## src/rtl/rv_wb_pkg.sv

```systemverilog
// Shared encodings for the writeback unit: request kinds, load funct3 codes, FSM states.
package rv_wb_pkg;

    typedef enum logic [1:0] {
        KindNone = 2'd0,
        KindAlu  = 2'd1,
        KindLoad = 2'd2,
        KindRsvd = 2'd3
    } kind_e;

    localparam logic [2:0] F3Lb  = 3'd0;
    localparam logic [2:0] F3Lh  = 3'd1;
    localparam logic [2:0] F3Lw  = 3'd2;
    localparam logic [2:0] F3Lbu = 3'd4;
    localparam logic [2:0] F3Lhu = 3'd5;

    typedef enum logic {
        StIdle    = 1'b0,
        StWaitMem = 1'b1
    } state_e;

endpackage

```

## src/rtl/load_align.sv

```systemverilog
// Load extraction/extension from an aligned memory word, plus misalignment/illegal detection.
module load_align
    import rv_wb_pkg::*;
(
    input  logic [2:0]  funct3,
    input  logic [1:0]  a,
    input  logic [31:0] mem_rdata,
    output logic [31:0] data,
    output logic        misaligned
);

    logic [7:0]  byte_sel;
    logic [15:0] half_sel;

    assign byte_sel = mem_rdata[{a, 3'b000} +: 8];
    assign half_sel = mem_rdata[{a[1], 4'b0000} +: 16];

    // Select and extend by load type; unknown funct3 codes are reported as illegal
    always_comb begin
        data       = '0;
        misaligned = 1'b0;
        case (funct3)
            F3Lb:  data = {{24{byte_sel[7]}}, byte_sel};
            F3Lbu: data = {24'd0, byte_sel};
            F3Lh: begin
                data       = {{16{half_sel[15]}}, half_sel};
                misaligned = a[0];
            end
            F3Lhu: begin
                data       = {16'd0, half_sel};
                misaligned = a[0];
            end
            F3Lw: begin
                data       = mem_rdata;
                misaligned = (a != 2'd0);
            end
            default: misaligned = 1'b1;
        endcase
    end

endmodule

```

## src/rtl/writeback_unit.sv

```systemverilog
// Writeback stage: retires ALU results directly and waits for memory on loads.
module writeback_unit
    import rv_wb_pkg::*;
#(
    parameter int unsigned CNT_W = 32
) (
    input  logic             clock,
    input  logic             reset,
    input  logic             in_valid,
    output logic             in_ready,
    input  logic [1:0]       in_kind,
    input  logic [4:0]       in_rd,
    input  logic [2:0]       in_funct3,
    input  logic [31:0]      in_result,
    input  logic             mem_rsp_valid,
    input  logic [31:0]      mem_rdata,
    output logic [4:0]       w_address,
    output logic             load,
    output logic [31:0]      w_in,
    output logic             fault,
    output logic [CNT_W-1:0] retired
);

    state_e      state;
    logic [4:0]  rd_q;
    logic [2:0]  funct3_q;
    logic [1:0]  a_q;

    logic [2:0]  align_funct3;
    logic [1:0]  align_a;
    logic [31:0] align_data;
    logic        align_misaligned;

    assign in_ready = (state == StIdle);

    // One aligner serves both uses: fault check on the incoming request in IDLE,
    // data extraction from the latched request in WAIT_MEM
    assign align_funct3 = (state == StIdle) ? in_funct3 : funct3_q;
    assign align_a      = (state == StIdle) ? in_result[1:0] : a_q;

    load_align u_load_align (
        .funct3     (align_funct3),
        .a          (align_a),
        .mem_rdata  (mem_rdata),
        .data       (align_data),
        .misaligned (align_misaligned)
    );

    // FSM with registered write port, fault pulse and retire counter
    always_ff @(posedge clock or negedge reset) begin
        if (!reset) begin
            state     <= StIdle;
            load      <= 1'b0;
            fault     <= 1'b0;
            w_address <= '0;
            w_in      <= '0;
            retired   <= '0;
            rd_q      <= '0;
            funct3_q  <= '0;
            a_q       <= '0;
        end else begin
            load  <= 1'b0;
            fault <= 1'b0;
            case (state)
                StIdle: begin
                    if (in_valid) begin
                        retired <= retired + CNT_W'(1);
                        case (in_kind)
                            KindAlu: begin
                                w_address <= in_rd;
                                w_in      <= in_result;
                                load      <= (in_rd != 5'd0);
                            end
                            KindLoad: begin
                                if (align_misaligned) begin
                                    fault <= 1'b1;
                                end else begin
                                    rd_q     <= in_rd;
                                    funct3_q <= in_funct3;
                                    a_q      <= in_result[1:0];
                                    state    <= StWaitMem;
                                end
                            end
                            default: ;
                        endcase
                    end
                end
                StWaitMem: begin
                    if (mem_rsp_valid) begin
                        w_address <= rd_q;
                        w_in      <= align_data;
                        load      <= (rd_q != 5'd0);
                        state     <= StIdle;
                    end
                end
                default: state <= StIdle;
            endcase
        end
    end

endmodule

```

## config.mk

```make
export PLATFORM = sky130hd
export DESIGN_NAME = writeback_unit
export DESIGN_NICKNAME = d
export VERILOG_FILES = /design/src/rtl/rv_wb_pkg.sv /design/src/rtl/load_align.sv /design/src/rtl/writeback_unit.sv
export SDC_FILE = /design/constraint.sdc
export NUM_CORES = 1
export LEC_CHECK = 0
export ABC_AREA = 1
export CORE_UTILIZATION = 47
export CTS_CLUSTER_SIZE = 28
export DETAILED_ROUTE_END_ITERATION = 8
export PLACE_DENSITY = 0.85
export SKIP_LAST_GASP = 1
export SLEW_MARGIN = 20
export SYNTH_ARGS = -nofsm -noshare
export SYNTH_HDL_FRONTEND = slang
export SYNTH_SLANG_ARGS = --single-unit
```

## constraint.sdc

```tcl
create_clock -name clock -period 1.85 [get_ports clock]
set_input_delay 0.185 -clock clock [delete_from_list [all_inputs] [get_ports clock]]
set_output_delay 0.185 -clock clock [all_outputs]
set_load 0.03 [all_outputs]
```

==> results.sh <==
export IMPL_hold_viol=0
export IMPL_port_buffer_count=149
export IMPL_die_h_um=103
export IMPL_grt_pass1_vias=4788
export IMPL_powerDensity_nw_per_um2=915
export IMPL_grt_overflow_total=0
export IMPL_seq_area_frac_synth=0.431
export IMPL_post_synth_top_count_cell="nand2_1"
export IMPL_cts_buffers=9
export IMPL_fmax_mhz=559
export IMPL_synth_top_cells_by_count="nand2_1, dfrtp_1, nor2_1"
export IMPL_clockBufferDepth=2
export IMPL_fillers=761
export IMPL_rr_startpoint="state"
export IMPL_firstDrtPassIters=5
export IMPL_dieArea_um2=10500
export IMPL_viasPerCell=5.36
export IMPL_syn_area_um2=4760
export IMPL_timing_hold_ws_ns=0.274
export IMPL_path_clk_slew_ns=0.09
export IMPL_post_drt_wl_per_cell_um=15.8
export IMPL_first_iter_violations=305
export IMPL_cts_sinks=82
export IMPL_max_cap_violations=0
export IMPL_hpwl_mm=11.3
export IMPL_antenna_cells=0
export IMPL_hold_class="input port to async pin"
export IMPL_synth_top_cell_area_share=0.431
export IMPL_drc=0
export IMPL_finalWeightedCongestion=1.02
export IMPL_synth_seq_cells=82
export IMPL_synth_enable_flop_cells=0
export IMPL_r2r_slack_ns=0.10
export IMPL_synth_area_leaders="dfrtp_1, nand2_1, nand3_1"
export IMPL_clockPowerShare=0.214
export IMPL_finalWorstSetupSlack_ns=0.0603
export IMPL_rr_endpoint="retired[14]"
export IMPL_ir_worst_vdd_mv=0.701
export IMPL_avgSynthCellArea_um2=7.34
export IMPL_crit_arrival_ns=1.60
export IMPL_post_route_min_period_ns=1.79
export IMPL_path_max_fanout=16
export IMPL_post_route_util=0.710
export IMPL_leakage_nw=3.22
export IMPL_cts_root_buffer="clkbuf_8"
export IMPL_synthArstFlopShare=1.00
export IMPL_synth_nets=728
export IMPL_wirelength_mm=15.2
export IMPL_synth_cell_types=35
export IMPL_crit_end="in_ready"
export IMPL_setup_viol=0
export IMPL_fin_crit_sh=0.967
export IMPL_fin_skew_ns=0.0100
export IMPL_yosysWarnings=0
export IMPL_vias=5176
export IMPL_synthCells=649
export IMPL_criticalPathCategory="flop to output port"
export IMPL_coreArea_um2=9820
export IMPL_grt_usage=0.295
export IMPL_clock_latency_ns=0.37
export IMPL_rsz0062_at_grt="true"
export IMPL_worst_slew_pin_slew_ns=0.417
export IMPL_place_ws_ns=-0.0687
export IMPL_yosysTopAreaCell="dfrtp_1"
export IMPL_cts_max_level=3
export IMPL_p_comb_frac=0.404
export IMPL_rows=36
export IMPL_swShare=0.386
export IMPL_ant_nets=0
export IMPL_die_width_um=103
export IMPL_p_switching_mw=2.46
export IMPL_outcome="complete, no violations"
export IMPL_start_util=0.485
export IMPL_io_pin_count=150
export IMPL_cp_required_ns=1.66
export IMPL_grt_max_degree=54
export IMPL_grt_first_pass_wirelength_mm=23.8
export IMPL_endpoint_kind="output port"
export IMPL_synthToLayoutAreaGrowth_pct=46.3
export IMPL_finish_net_count=907
export IMPL_ff2ff_path_depth=7
export IMPL_synthFlopType="dfrtp_1"
export IMPL_seq_power_share=0.382
export IMPL_cts_tree="built"
export IMPL_drive_gt1_frac=0.136
export IMPL_slew_violations=0
export IMPL_antenna_found_initial=0
export IMPL_p_int_mw=3.91
export IMPL_relSlewSlack=0.722
export IMPL_worst_setup_path_start_kind="flop"
export IMPL_power_mw=6.38
export IMPL_critPathLaunch="state"
[metal layers]
| metal | vias to the layer above | share of wire | GRT usage |
|---|---|---|---|
| met3 | 64 | 0.073 | 0.0386 |
| met4 | 0 | 0.047 | 0.152 |
| met1 | 2411 | 0.41 | 0.391 |
| met2 | 260 | 0.47 | 0.475 |
| li1 | 2441 | - | - |
| met5 | - | 0 | 0 |
[cells in the final DEF, fill, tap and decap left out, types with 3 or more instances in the layout]
cell type / count
a31oi_1: 5
nor3_1: 15
o21ai_1: 5
buf_4: 37
nand3_1: 58
nor2_2: 3
inv_1: 44
nor2_4: 4
inv_2: 4
a21oi_1: 53
a21oi_2: 6
nor3_2: 3
inv_6: 4
nand2_1: 200
clkdlybuf4s50_1: 147
or2_2: 11
dfrtp_1: 81
nor2_1: 59
buf_12: 5
clkbuf_8: 9
xnor2_1: 8
o21ai_0: 9
nand2_2: 10
xor2_1: 20
nand4_1: 8
[final cells by class]
type                       count  area, µm²  share of cell area
tap                          133        166              0.0239
clock inverter                 7       73.8              0.0106
clock buffer                   9        124              0.0178
timing repair buffer         194       1930               0.277
multi-input combinational    491       2420               0.348
inverter                      50        195              0.0280
sequential                    82       2050               0.295
[power by group through the flow]
stage	logic (mW)	clock network (mW)	registers (mW)
after global placement	2.41	0	2.44
final	2.57	1.37	2.44
after global routing	2.75	1.45	2.48
after detailed placement	2.45	0	2.47
after floorplan	0.760	0	3.01
after CTS	2.46	1.36	2.44
[how the worst min path moves through the flow]
| stage | from | to | slack [ns] |
|---|---|---|---|
| floorplan | reset | a_q[0] | -0.11 |
| global placement | reset | w_in[1] | 0.14 |
| detailed placement | reset | w_in[4] | 0.15 |
| CTS | reset | w_in[1] | 0.30 |
| global route | reset | w_in[1] | 0.32 |
| finish | reset | w_in[1] | 0.27 |
[metrics by stage]
step                      instances  TNS [ns]  area, µm²
after floorplan                 649         0       4760
after global placement          944   -0.0131       6610
after detailed placement        944    -0.372       6610
after CTS                       961         0       6820
after global routing            966   -0.0493       6970
final                           966         0       6970
[timing repair]
| item | CTS | global route |
|---|---|---|
| pin swaps | 0 | 1 |
| gates resized for setup | 1 | 23 |
| cloned | 0 | 2 |
| setup endpoints to repair | 1 | 51 |
| hold buffers | 1 | 0 |
| buffers inserted | 0 | 3 |
| endpoints found under the hold margin | 29 | 0 |
[cell families after synthesis]
logic type               synth area share
adder cells (fa/ha/maj)           0.00263
AND/OR/NAND/NOR                     0.354
flip-flops                          0.431
AO/OA/AOI/OAI                      0.0864
XOR/XNOR                           0.0515
buffers and inverters              0.0741
[worst max-delay path, cell delays in order, from the launching register on]
cell             delay [ns]
dfrtp_2                0.46
inv_6                  0.13
buf_4                  0.24
clkdlybuf4s15_1        0.40
[state kept, by name, summed over array words and instances (netlist names)]
name	flops
retired	32
w_in	32
rd_q	5
w_address	5
funct3_q	3
a_q	2
fault	1
load	1
state	1
Power figures use the tool's default switching activity.
